File: config.mk
export PLATFORM = sky130hd
export DESIGN_NAME = utf8_mark_feeder
export DESIGN_NICKNAME = d
export VERILOG_FILES = /design/src/rtl/utf8_mark_feeder.sv
export SDC_FILE = /design/constraint.sdc
export NUM_CORES = 1
export LEC_CHECK = 0
export BUFFER_PORTS_ARGS = -buffer_cell sky130_fd_sc_hd__buf_2
export CAP_MARGIN = 40
export CORE_ASPECT_RATIO = 1.75
export CORE_MARGIN = 2
export CORE_UTILIZATION = 45
export CTS_CLUSTER_DIAMETER = 200
export CTS_CLUSTER_SIZE = 40
export DETAILED_ROUTE_END_ITERATION = 12
export GPL_TIMING_DRIVEN = 1
export PLACE_DENSITY_LB_ADDON = 0.12
export RECOVER_POWER = 50
export SLEW_MARGIN = 5
export SYNTH_ARGS = -nofsm -noshare
export SYNTH_HDL_FRONTEND = slang
export SYNTH_SLANG_ARGS = --single-unit
File: constraint.sdc
create_clock -name clock -period 4.5 [get_ports clock]
set_input_delay 0.45 -clock clock [delete_from_list [all_inputs] [get_ports clock]]
set_output_delay 0.45 -clock clock [all_outputs]
set_load 0.05 [all_outputs]
File: src/rtl/utf8_mark_feeder.sv
// utf8_mark_feeder: decodes a UTF-8 byte stream into codepoints, issues one
// mark_for_codepoint lookup call per codepoint, and presents the
// {codepoint, mark, error} result downstream. Malformed sequences yield
// REPLACEMENT with out_error set, and they bump a saturating error counter.
module utf8_mark_feeder #(
    parameter int unsigned ERR_CNT_W   = 16,
    parameter logic [31:0] REPLACEMENT = 32'h0000FFFD
) (
    input  logic                 clock,
    input  logic                 resetn,
    input  logic                 in_valid,
    output logic                 in_ready,
    input  logic [7:0]           in_data,
    output logic                 call_start,
    input  logic                 call_busy,
    output logic [31:0]          call_c,
    input  logic                 ret_done,
    output logic                 ret_stall,
    input  logic [31:0]          ret_data,
    output logic                 out_valid,
    input  logic                 out_ready,
    output logic [31:0]          out_codepoint,
    output logic [31:0]          out_mark,
    output logic                 out_error,
    output logic [ERR_CNT_W-1:0] err_count
);

    typedef enum logic [2:0] {
        LEAD,
        CONT,
        CALL,
        WAIT,
        OUT
    } state_t;

    state_t      state;
    logic        replay;       // a truncating byte is waiting to be decoded as a lead
    logic [7:0]  replay_byte;
    logic [20:0] acc;          // codepoint bits gathered so far
    logic [1:0]  need;         // continuation bytes still expected
    logic [2:0]  len;          // total sequence length, for the overlong check
    logic [31:0] cp;           // codepoint to be issued on the call interface
    logic        err;          // current codepoint came from a malformed sequence

    // Error counter increment that sticks at all-ones.
    function automatic logic [ERR_CNT_W-1:0] sat_inc(input logic [ERR_CNT_W-1:0] v);
        return (&v) ? v : v + ERR_CNT_W'(1);
    endfunction

    logic [7:0]  lead_byte;
    logic        lead_take;
    logic        cont_take;
    logic        is_cont;
    logic [20:0] acc_next;
    logic        final_bad;
    logic [1:0]  lead_need;
    logic [20:0] lead_acc;
    logic        lead_bad;

    // A pending replay byte is decoded without waiting for the input port.
    assign lead_byte = replay ? replay_byte : in_data;
    assign lead_take = (state == LEAD) && (replay || (in_valid && in_ready));
    assign cont_take = (state == CONT) && in_valid && in_ready;
    assign is_cont   = (in_data[7:6] == 2'b10);
    assign acc_next  = 21'({acc, in_data[5:0]});

    // Completed sequence is rejected if overlong, a surrogate, or beyond U+10FFFF.
    assign final_bad = ((len == 3'd3) && (acc_next < 21'h000800)) ||
                       ((len == 3'd4) && (acc_next < 21'h010000)) ||
                       ((acc_next >= 21'h00D800) && (acc_next <= 21'h00DFFF)) ||
                       (acc_next > 21'h10FFFF);

    // Classify the lead byte: sequence length and the payload bits it carries.
    always_comb begin
        lead_need = 2'd0;
        lead_acc  = 21'd0;
        lead_bad  = 1'b0;
        if (lead_byte[7] == 1'b0) begin
            lead_acc = {14'd0, lead_byte[6:0]};
        end else if ((lead_byte >= 8'hC2) && (lead_byte <= 8'hDF)) begin
            lead_need = 2'd1;
            lead_acc  = {16'd0, lead_byte[4:0]};
        end else if ((lead_byte >= 8'hE0) && (lead_byte <= 8'hEF)) begin
            lead_need = 2'd2;
            lead_acc  = {17'd0, lead_byte[3:0]};
        end else if ((lead_byte >= 8'hF0) && (lead_byte <= 8'hF4)) begin
            lead_need = 2'd3;
            lead_acc  = {18'd0, lead_byte[2:0]};
        end else begin
            lead_bad = 1'b1;
        end
    end

    // Decode / call / wait / present sequencer with registered outputs.
    always_ff @(posedge clock or negedge resetn) begin
        if (!resetn) begin
            state         <= LEAD;
            in_ready      <= 1'b0;
            call_start    <= 1'b0;
            call_c        <= 32'd0;
            ret_stall     <= 1'b1;
            out_valid     <= 1'b0;
            out_codepoint <= 32'd0;
            out_mark      <= 32'd0;
            out_error     <= 1'b0;
            err_count     <= '0;
            replay        <= 1'b0;
            replay_byte   <= 8'd0;
            acc           <= 21'd0;
            need          <= 2'd0;
            len           <= 3'd0;
            cp            <= 32'd0;
            err           <= 1'b0;
        end else begin
            case (state)
                LEAD: begin
                    if (lead_take) begin
                        replay <= 1'b0;
                        if (lead_bad) begin
                            cp         <= REPLACEMENT;
                            call_c     <= REPLACEMENT;
                            err        <= 1'b1;
                            err_count  <= sat_inc(err_count);
                            call_start <= 1'b1;
                            in_ready   <= 1'b0;
                            state      <= CALL;
                        end else if (lead_need == 2'd0) begin
                            cp         <= {24'd0, lead_byte};
                            call_c     <= {24'd0, lead_byte};
                            err        <= 1'b0;
                            call_start <= 1'b1;
                            in_ready   <= 1'b0;
                            state      <= CALL;
                        end else begin
                            acc      <= lead_acc;
                            need     <= lead_need;
                            len      <= {1'b0, lead_need} + 3'd1;
                            err      <= 1'b0;
                            in_ready <= 1'b1;
                            state    <= CONT;
                        end
                    end else begin
                        in_ready <= 1'b1;
                    end
                end

                CONT: begin
                    if (cont_take) begin
                        if (is_cont) begin
                            acc  <= acc_next;
                            need <= need - 2'd1;
                            if (need == 2'd1) begin
                                if (final_bad) begin
                                    cp        <= REPLACEMENT;
                                    call_c    <= REPLACEMENT;
                                    err       <= 1'b1;
                                    err_count <= sat_inc(err_count);
                                end else begin
                                    cp     <= {11'd0, acc_next};
                                    call_c <= {11'd0, acc_next};
                                    err    <= 1'b0;
                                end
                                call_start <= 1'b1;
                                in_ready   <= 1'b0;
                                state      <= CALL;
                            end
                        end else begin
                            // Truncated sequence: the interrupting byte starts the next one.
                            replay      <= 1'b1;
                            replay_byte <= in_data;
                            cp          <= REPLACEMENT;
                            call_c      <= REPLACEMENT;
                            err         <= 1'b1;
                            err_count   <= sat_inc(err_count);
                            call_start  <= 1'b1;
                            in_ready    <= 1'b0;
                            state       <= CALL;
                        end
                    end
                end

                CALL: begin
                    if (!call_busy) begin
                        call_start <= 1'b0;
                        ret_stall  <= 1'b0;
                        state      <= WAIT;
                    end
                end

                WAIT: begin
                    if (ret_done) begin
                        ret_stall     <= 1'b1;
                        out_mark      <= ret_data;
                        out_codepoint <= cp;
                        out_error     <= err;
                        out_valid     <= 1'b1;
                        state         <= OUT;
                    end
                end

                OUT: begin
                    if (out_ready) begin
                        out_valid <= 1'b0;
                        in_ready  <= ~replay;
                        state     <= LEAD;
                    end
                end

                default: begin
                    state <= LEAD;
                end
            endcase
        end
    end

endmodule

==> flow_metrics.env, run 1 <==
export IMPL_status="finished, violations left"
export IMPL_violations="capacitance limit, slew limit"
export IMPL_nFillCells=1213
export IMPL_rows=55
export IMPL_ios=163
export IMPL_syn_cell_area_um2=5900
export IMPL_grt_overflow=0
export IMPL_finalHoldViolCount=0
export IMPL_synth_edf_count=0
export IMPL_cts_root_buffer="clkbuf_16"
export IMPL_layout_common_cells="dfrtp_1 (127), clkbuf_1 (78), mux2_2 (67)"
export IMPL_slew_headroom_pct=-4.24
export IMPL_ir_drop_mv=0.379
export IMPL_maxSlewViolCount=30
export IMPL_cts_buffers=17
export IMPL_via_count=4229
export IMPL_hold_path_class="in -> reg"
export IMPL_finalCriticalPeriod_ns=3.36
export IMPL_path_class="reg -> reg"
export IMPL_final_common_cell="dfrtp_1"
export IMPL_start_kind="register"
export IMPL_p_leak_nw=3.23
export IMPL_ys_types=63
export IMPL_crit_family="compound AO/OA/AOI/OAI gates"
export IMPL_critPathMaxFanout=33
export IMPL_tns_ns=0
export IMPL_crit_slowest_cell="dfrtp_1"
export IMPL_final_layout_size_suffix_gt1_share_pct=28.1
export IMPL_crit_buf_inv=0
export IMPL_holdCritStartpoint="out_ready"
export IMPL_insertion_delay_ns=0.40
export IMPL_drt_wl_total_um=12800
export IMPL_cp_required_ns=4.79
export IMPL_die_h_um=156
export IMPL_wl_per_cell_um=15.2
export IMPL_ctsHoldBuffers=1
export IMPL_finClkSkew_ns=0.00762
export IMPL_first_pass_iters=4
export IMPL_ant_nets=0
export IMPL_drtIter0Drc=262
export IMPL_timing_fmax_mhz=298
export IMPL_dp_cells=813
export IMPL_cts_tree="yes"
export IMPL_htree_levels=4
export IMPL_cts_resized=0
export IMPL_p_per_area_nw_per_um2=851
export IMPL_grt_max_degree=51
export IMPL_path_common_cell="a21o_1"
export IMPL_yosysSeqAreaShare_pct=54.3
export IMPL_port_buffers=140
export IMPL_vias_per_cell=5.00
export IMPL_rsz0062_at_grt="false"
export IMPL_path_cells="mux2i_1 > o31ai_1 > a21o_1 > ha_1 > a21o_1 > a21o_1 > mux2_2"
export IMPL_drc=0
export IMPL_synthFlopType="dfrtp_1"
export IMPL_tightestPinTransition_ns=1.56
export IMPL_final_period_utilization_pct=74.6
export IMPL_critPathArrivalTime_ns=3.65
export IMPL_dpl_hpwl_um=9520
export IMPL_setup_violations=0
export IMPL_clockBufferDepth=2
export IMPL_num_antenna_cells=0
export IMPL_grt_pass1_vias=4178
export IMPL_cp_startpoint="replay"
export IMPL_synth_seq_cells=128
export IMPL_grt_antenna_before_repair=0
export IMPL_core_um2=12900
export IMPL_nets=712
export IMPL_async_flop_share_pct=100
export IMPL_avgSynthCellArea_um2=11.4
export IMPL_layout_cells_non_filler=846
export IMPL_place_congestion=0.888
export IMPL_slowest_delay_ns=0.78
export IMPL_fp_dieW_um=90.6
export IMPL_postCtsSetupRepairBufs=0
export IMPL_end_kind="register"
export IMPL_grt_pass1_wl_um=21000
export IMPL_maxCapViolations=1
export IMPL_syn_inst=518
export IMPL_cts_sinks=128
export IMPL_gr_usage_all_layers_pct=18.7
export IMPL_yosys_warnings=0
export IMPL_clkTransAtPathRegs_ns=0.06
export IMPL_dieArea_um2=14100
export IMPL_rr_startpoint="replay"
export IMPL_initial_utilization_pct=45.9
export IMPL_synthToLayoutAreaGrowth_pct=22.0
-- synth_stat cells, drive strengths merged, types with 6 or more instances --
cell type  instances  area (um2)
nand3             12        60.1
o21ai             29         145
nor3              13        80.1
dfrtp            127        3180
xor2              13         114
nor2              34         140
mux2              68         769
clkbuf             6        22.5
buf               40         308
nand2             62         233
mux2i              6        60.1
inv                9        33.8
a21oi             24         120
-- where the power goes --
part           switching (mW)  internal, mW  leakage (nW)
clock                   0.502         0.904         0.301
sequential              0.346          1.62          1.54
combinational            1.98         0.778          1.39
-- cells by family after synthesis --
kind of cell    Yosys count  share of synthesized area [%]
buf+inv                  55                           6.17
other cells               1                         0.0635
fa+ha+maj                 4                          0.848
mux                      74                           14.0
flops                   128                           54.3
xor+xnor                 15                           2.23
compound gates           89                           9.83
simple gates            152                           12.5
-- per-stage QoR --
stage	area, um2	hold WS [ns]	total power [mW]	utilization [%]	worst slack, ns
2_1_floorplan	5980	0.154	4.20	-	2.01
3_3_place_gp	6630	0.466	4.76	51.5	1.19
3_5_place_dp	6680	0.379	4.84	51.9	1.19
4_1_cts	7300	0.242	6.26	56.8	1.17
5_1_grt	7200	0.247	6.48	56.0	0.879
6_report	7200	0.250	6.13	56.0	1.14
-- registers in the layout (all words and copies together), names as in the netlist --
name / count
ret_stall: 1
out_mark: 32
in_ready: 1
need: 2
out_valid: 1
err: 1
out_codepoint: 21
acc: 15
replay_byte: 8
state: 3
replay: 1
cp: 21
call_start: 1
len: 3
out_error: 1
err_count: 16
-- per-layer routing --
metal	vias to the layer above	routed length, um	GRT usage, %
met5	-	0	0
met1	2041	5260	22.5
met4	0	198	6.89
met2	113	6810	32.6
met3	14	547	4.25
li1	2061	-	-
-- area by class of cell --
type                            instances  area (um2)  area share [%]
Clock buffer                           20         457            6.34
Sequential cell                       128        3200            44.5
Multi-Input combinational cell        356        2420            33.7
Timing Repair Buffer                  150         712            9.89
Clock inverter                         12         156            2.17
Inverter                                9        33.8           0.469
Tap cell                              171         214            2.97
-- path summary, 6_finish.rpt --
kind	slack, ns	to	cells after the start
worst max-delay path	1.14	acc[4]	7
worst min-delay path	0.25	state[2]	2
worst max register to register	1.14	acc[4]	7
worst min register to register	0.49	acc[0]	2
max in group asynchronous	1.52	acc[5]	3
min in group asynchronous	0.90	out_codepoint[16]	2
No activity file was read; power rests on OpenSTA's default activity.
==> run 2: changes to the inputs <==
--- a/config.mk
+++ b/config.mk
@@ -5,6 +5,7 @@
 export SDC_FILE = /design/constraint.sdc
 export NUM_CORES = 1
 export LEC_CHECK = 0
+export ABC_AREA = 1
 export BUFFER_PORTS_ARGS = -buffer_cell sky130_fd_sc_hd__buf_2
 export CAP_MARGIN = 40
 export CORE_ASPECT_RATIO = 1.75
==> constraint.sdc (replaced) <==
create_clock -name clock -period 2.8 [get_ports clock]
set_input_delay 0.28 -clock clock [delete_from_list [all_inputs] [get_ports clock]]
set_output_delay 0.28 -clock clock [all_outputs]
set_load 0.05 [all_outputs]
==> run 2 against run 1 <==
Against the previous run:
- the run now ends clean
- clock skew increased by 0.0048 ns
- first-iteration DRC count decreased by 21%
- worst hold slack got worse by 0.15 ns
- flip-flop and latch count unchanged
- highest routed layer unchanged
==> flow_metrics.env, run 2 <==
export IMPL_final_layout_size_suffix_gt1_share_pct=21.2
export IMPL_regMostFlops="out_mark"
export IMPL_nets=950
export IMPL_combPwrFrac_pct=50.9
export IMPL_yosys_warnings=0
export IMPL_yosysSeqAreaShare_pct=48.8
export IMPL_crit_buf_inv=4
export IMPL_clkTransAtPathRegs_ns=0.06
export IMPL_synthFlopType="dfrtp_1"
export IMPL_critPathArrivalTime_ns=2.83
export IMPL_clockBufferDepth=2
export IMPL_timing_fmax_mhz=395
export IMPL_largest_reg_flops=32
export IMPL_ios=163
export IMPL_status="finished clean"
export IMPL_yosysTopAreaCellShare_pct=48.4
export IMPL_holdWs_ns=0.0994
export IMPL_cts_sinks=128
export IMPL_reg2reg_depth=15
export IMPL_cp_depth=15
export IMPL_setup_violations=0
export IMPL_fp_dieW_um=95.4
export IMPL_whs_path_depth=2
export IMPL_grt_antenna_before_repair=0
export IMPL_grt_pass1_wl_um=25100
export IMPL_insertion_delay_ns=0.41
export IMPL_avgSynthCellArea_um2=8.70
export IMPL_via_count=5420
export IMPL_synth_largest_area_cell="dfrtp_1"
export IMPL_setup_ws_ns=0.268
export IMPL_p_int_mw=5.11
export IMPL_p_leak_nw=3.98
export IMPL_cp_required_ns=3.10
export IMPL_hold_path_class="in -> reg"
export IMPL_tightestPinTransition_ns=1.12
export IMPL_synth_most_common_cell="nand2_1"
export IMPL_place_congestion=0.892
export IMPL_layout_cells_non_filler=1093
export IMPL_async_flop_share_pct=100
export IMPL_crit_slowest_cell="dfrtp_2"
export IMPL_synth_area_leaders="dfrtp_1 (48%), nand2_1 (15%), mux2_2 (9.3%)"
export IMPL_synth_edf_count=0
export IMPL_finalCriticalPeriod_ns=2.53
export IMPL_maxSlewViolCount=0
export IMPL_slew_headroom_pct=25.1
export IMPL_reg_largest_list="out_mark (32), cp (21), out_codepoint (21)"
export IMPL_gr_usage_all_layers_pct=20.8
export IMPL_layout_common_cells="nand2_1 (262), dfrtp_1 (126), clkbuf_1 (79)"
export IMPL_port_buffers=140
export IMPL_synthToLayoutAreaGrowth_pct=19.4
export IMPL_initial_utilization_pct=46.0
export IMPL_slowest_delay_ns=0.51
export IMPL_end_kind="register"
export IMPL_vias_per_cell=4.96
export IMPL_final_common_cell="nand2_1"
export IMPL_dpl_hpwl_um=12100
export IMPL_path_class="reg -> reg"
export IMPL_htree_levels=4
export IMPL_critPathMaxFanout=18
export IMPL_wl_per_cell_um=14.8
export IMPL_ant_nets=0
export IMPL_rsz0062_at_grt="false"
export IMPL_path_cells="inv_2 > nand2_2 > nand2_4 > nand2_2 > nor2_1 > nand2_2 > nand2_1 > inv_1 > ha_1 > inv_1 > nand3_4 > nand2_4 > inv_2 > nand2_1 > nand2_1"
export IMPL_ys_types=37
export IMPL_maxCapViolations=0
export IMPL_tns_ns=0
export IMPL_pwr_share_clk_pct=19.9
export IMPL_postCtsSetupRepairBufs=0
export IMPL_drtIter0Drc=208
export IMPL_synth_seq_cells=128
export IMPL_cts_buffers=17
export IMPL_dp_cells=1059
export IMPL_core_um2=14300
export IMPL_synth_commonest_cells="nand2_1 (263), dfrtp_1 (127), inv_1 (64), mux2_2 (54), nand3_1 (40)"
export IMPL_netSwitchingPower_mw=5.37
export IMPL_finalHoldViolCount=0
export IMPL_num_antenna_cells=0
export IMPL_cts_tree="yes"
export IMPL_final_period_utilization_pct=90.4
export IMPL_grt_overflow=0
export IMPL_finClkSkew_ns=0.0124
export IMPL_grt_pass1_vias=5249
export IMPL_cts_root_buffer="clkbuf_16"
export IMPL_die_h_um=164
export IMPL_drc=0
export IMPL_first_pass_iters=4
export IMPL_syn_cell_area_um2=6570
export IMPL_rows=58
export IMPL_ir_drop_mv=0.762
export IMPL_dieArea_um2=15600
export IMPL_p_sw_share_pct=51.2
export IMPL_grt_max_degree=53
export IMPL_crit_family="simple AND/OR/NAND/NOR gates"
export IMPL_power_frac_seq_pct=29.3
export IMPL_start_kind="register"
export IMPL_p_per_area_nw_per_um2=1330
export IMPL_syn_inst=755
export IMPL_place_ws_ns=0.170
export IMPL_nFillCells=1399
export IMPL_drt_wl_total_um=16200
run 2: cell count changes after synthesis, moves of 6 or more:
cell,previous run,this run
a21oi_1,24,4
clkbuf_1,6,13
inv_1,9,64
mux2_2,67,54
mux2i_1,6,0
nand2_1,62,263
nand2_2,0,7
nand3_1,12,40
nand4_1,5,21
o21ai_2,0,10
run 2: cell families (layout without fill, tap and decap cells):
group                      count (synthesis)  after routing  synth area share (%)
and+or+nand+nor                          395            396                  26.7
DFF                                      128            128                  48.8
buffers and inverters                    114            250                  8.53
muxes                                     54             54                  9.25
AOI/OAI and AO/OA                         47             47                  4.34
xor gates and xnor gates                  12             12                  1.60
adders and majority gates                  4              4                 0.762
other                                      1             22                0.0571
run 2: layout make-up:
class	instances	area, um2	share of cell area, %
sequential	128	3210	40.9
multi-input combinational	535	2910	37.0
timing repair buffer	150	693	8.83
clock buffer	18	429	5.47
inverter	68	255	3.25
tap	180	225	2.87
clock inverter	14	133	1.69
run 2: what timing repair did:
| action | in CTS | in global routing |
|---|---|---|
| hold buffers | 1 | 0 |
| hold endpoints to repair | 45 | 0 |
| endpoints found under the setup margin | 0 | 33 |
| gates resized for setup | 0 | 2 |
run 2: routing by layer:
metal	wire, um	global-route usage (%)	vias up
li1	-	-	2681
met1	6160	22.8	2553
met2	8660	37.5	162
met3	870	4.63	24
met4	462	9.35	0
met5	0	0	-
run 2: power groups by stage:
| stage | Sequential, mW | Combinational, mW | Clock [mW] |
|---|---|---|---|
| 2_1_floorplan | 4.79 | 2.52 | 0 |
| 3_3_place_gp | 3.05 | 5.38 | 0 |
| 3_5_place_dp | 3.08 | 5.45 | 0 |
| 4_1_cts | 3.06 | 5.47 | 2.14 |
| 5_1_grt | 3.17 | 5.82 | 2.22 |
| 6_report | 3.07 | 5.33 | 2.08 |
run 2: path summary, 6_finish.rpt:
path / slack, ns / from / end
setup reg to reg: 0.27 / replay / cp[1]
hold / removal: 0.1 / ret_data[18] / out_mark[18]
max in group asynchronous: 0.75 / resetn / in_ready
setup / recovery: 0.27 / replay / cp[1]
min in group asynchronous: 0.62 / resetn / out_mark[5]
hold reg to reg: 0.48 / acc[1] / acc[1]
run 2: through the flow:
stage	total power, mW	utilization (%)	area [um2]
2_1_floorplan	7.31	-	6650
3_3_place_gp	8.42	51.5	7370
3_5_place_dp	8.53	51.5	7370
4_1_cts	10.7	55.5	7940
5_1_grt	11.2	54.9	7850
6_report	10.5	54.9	7850
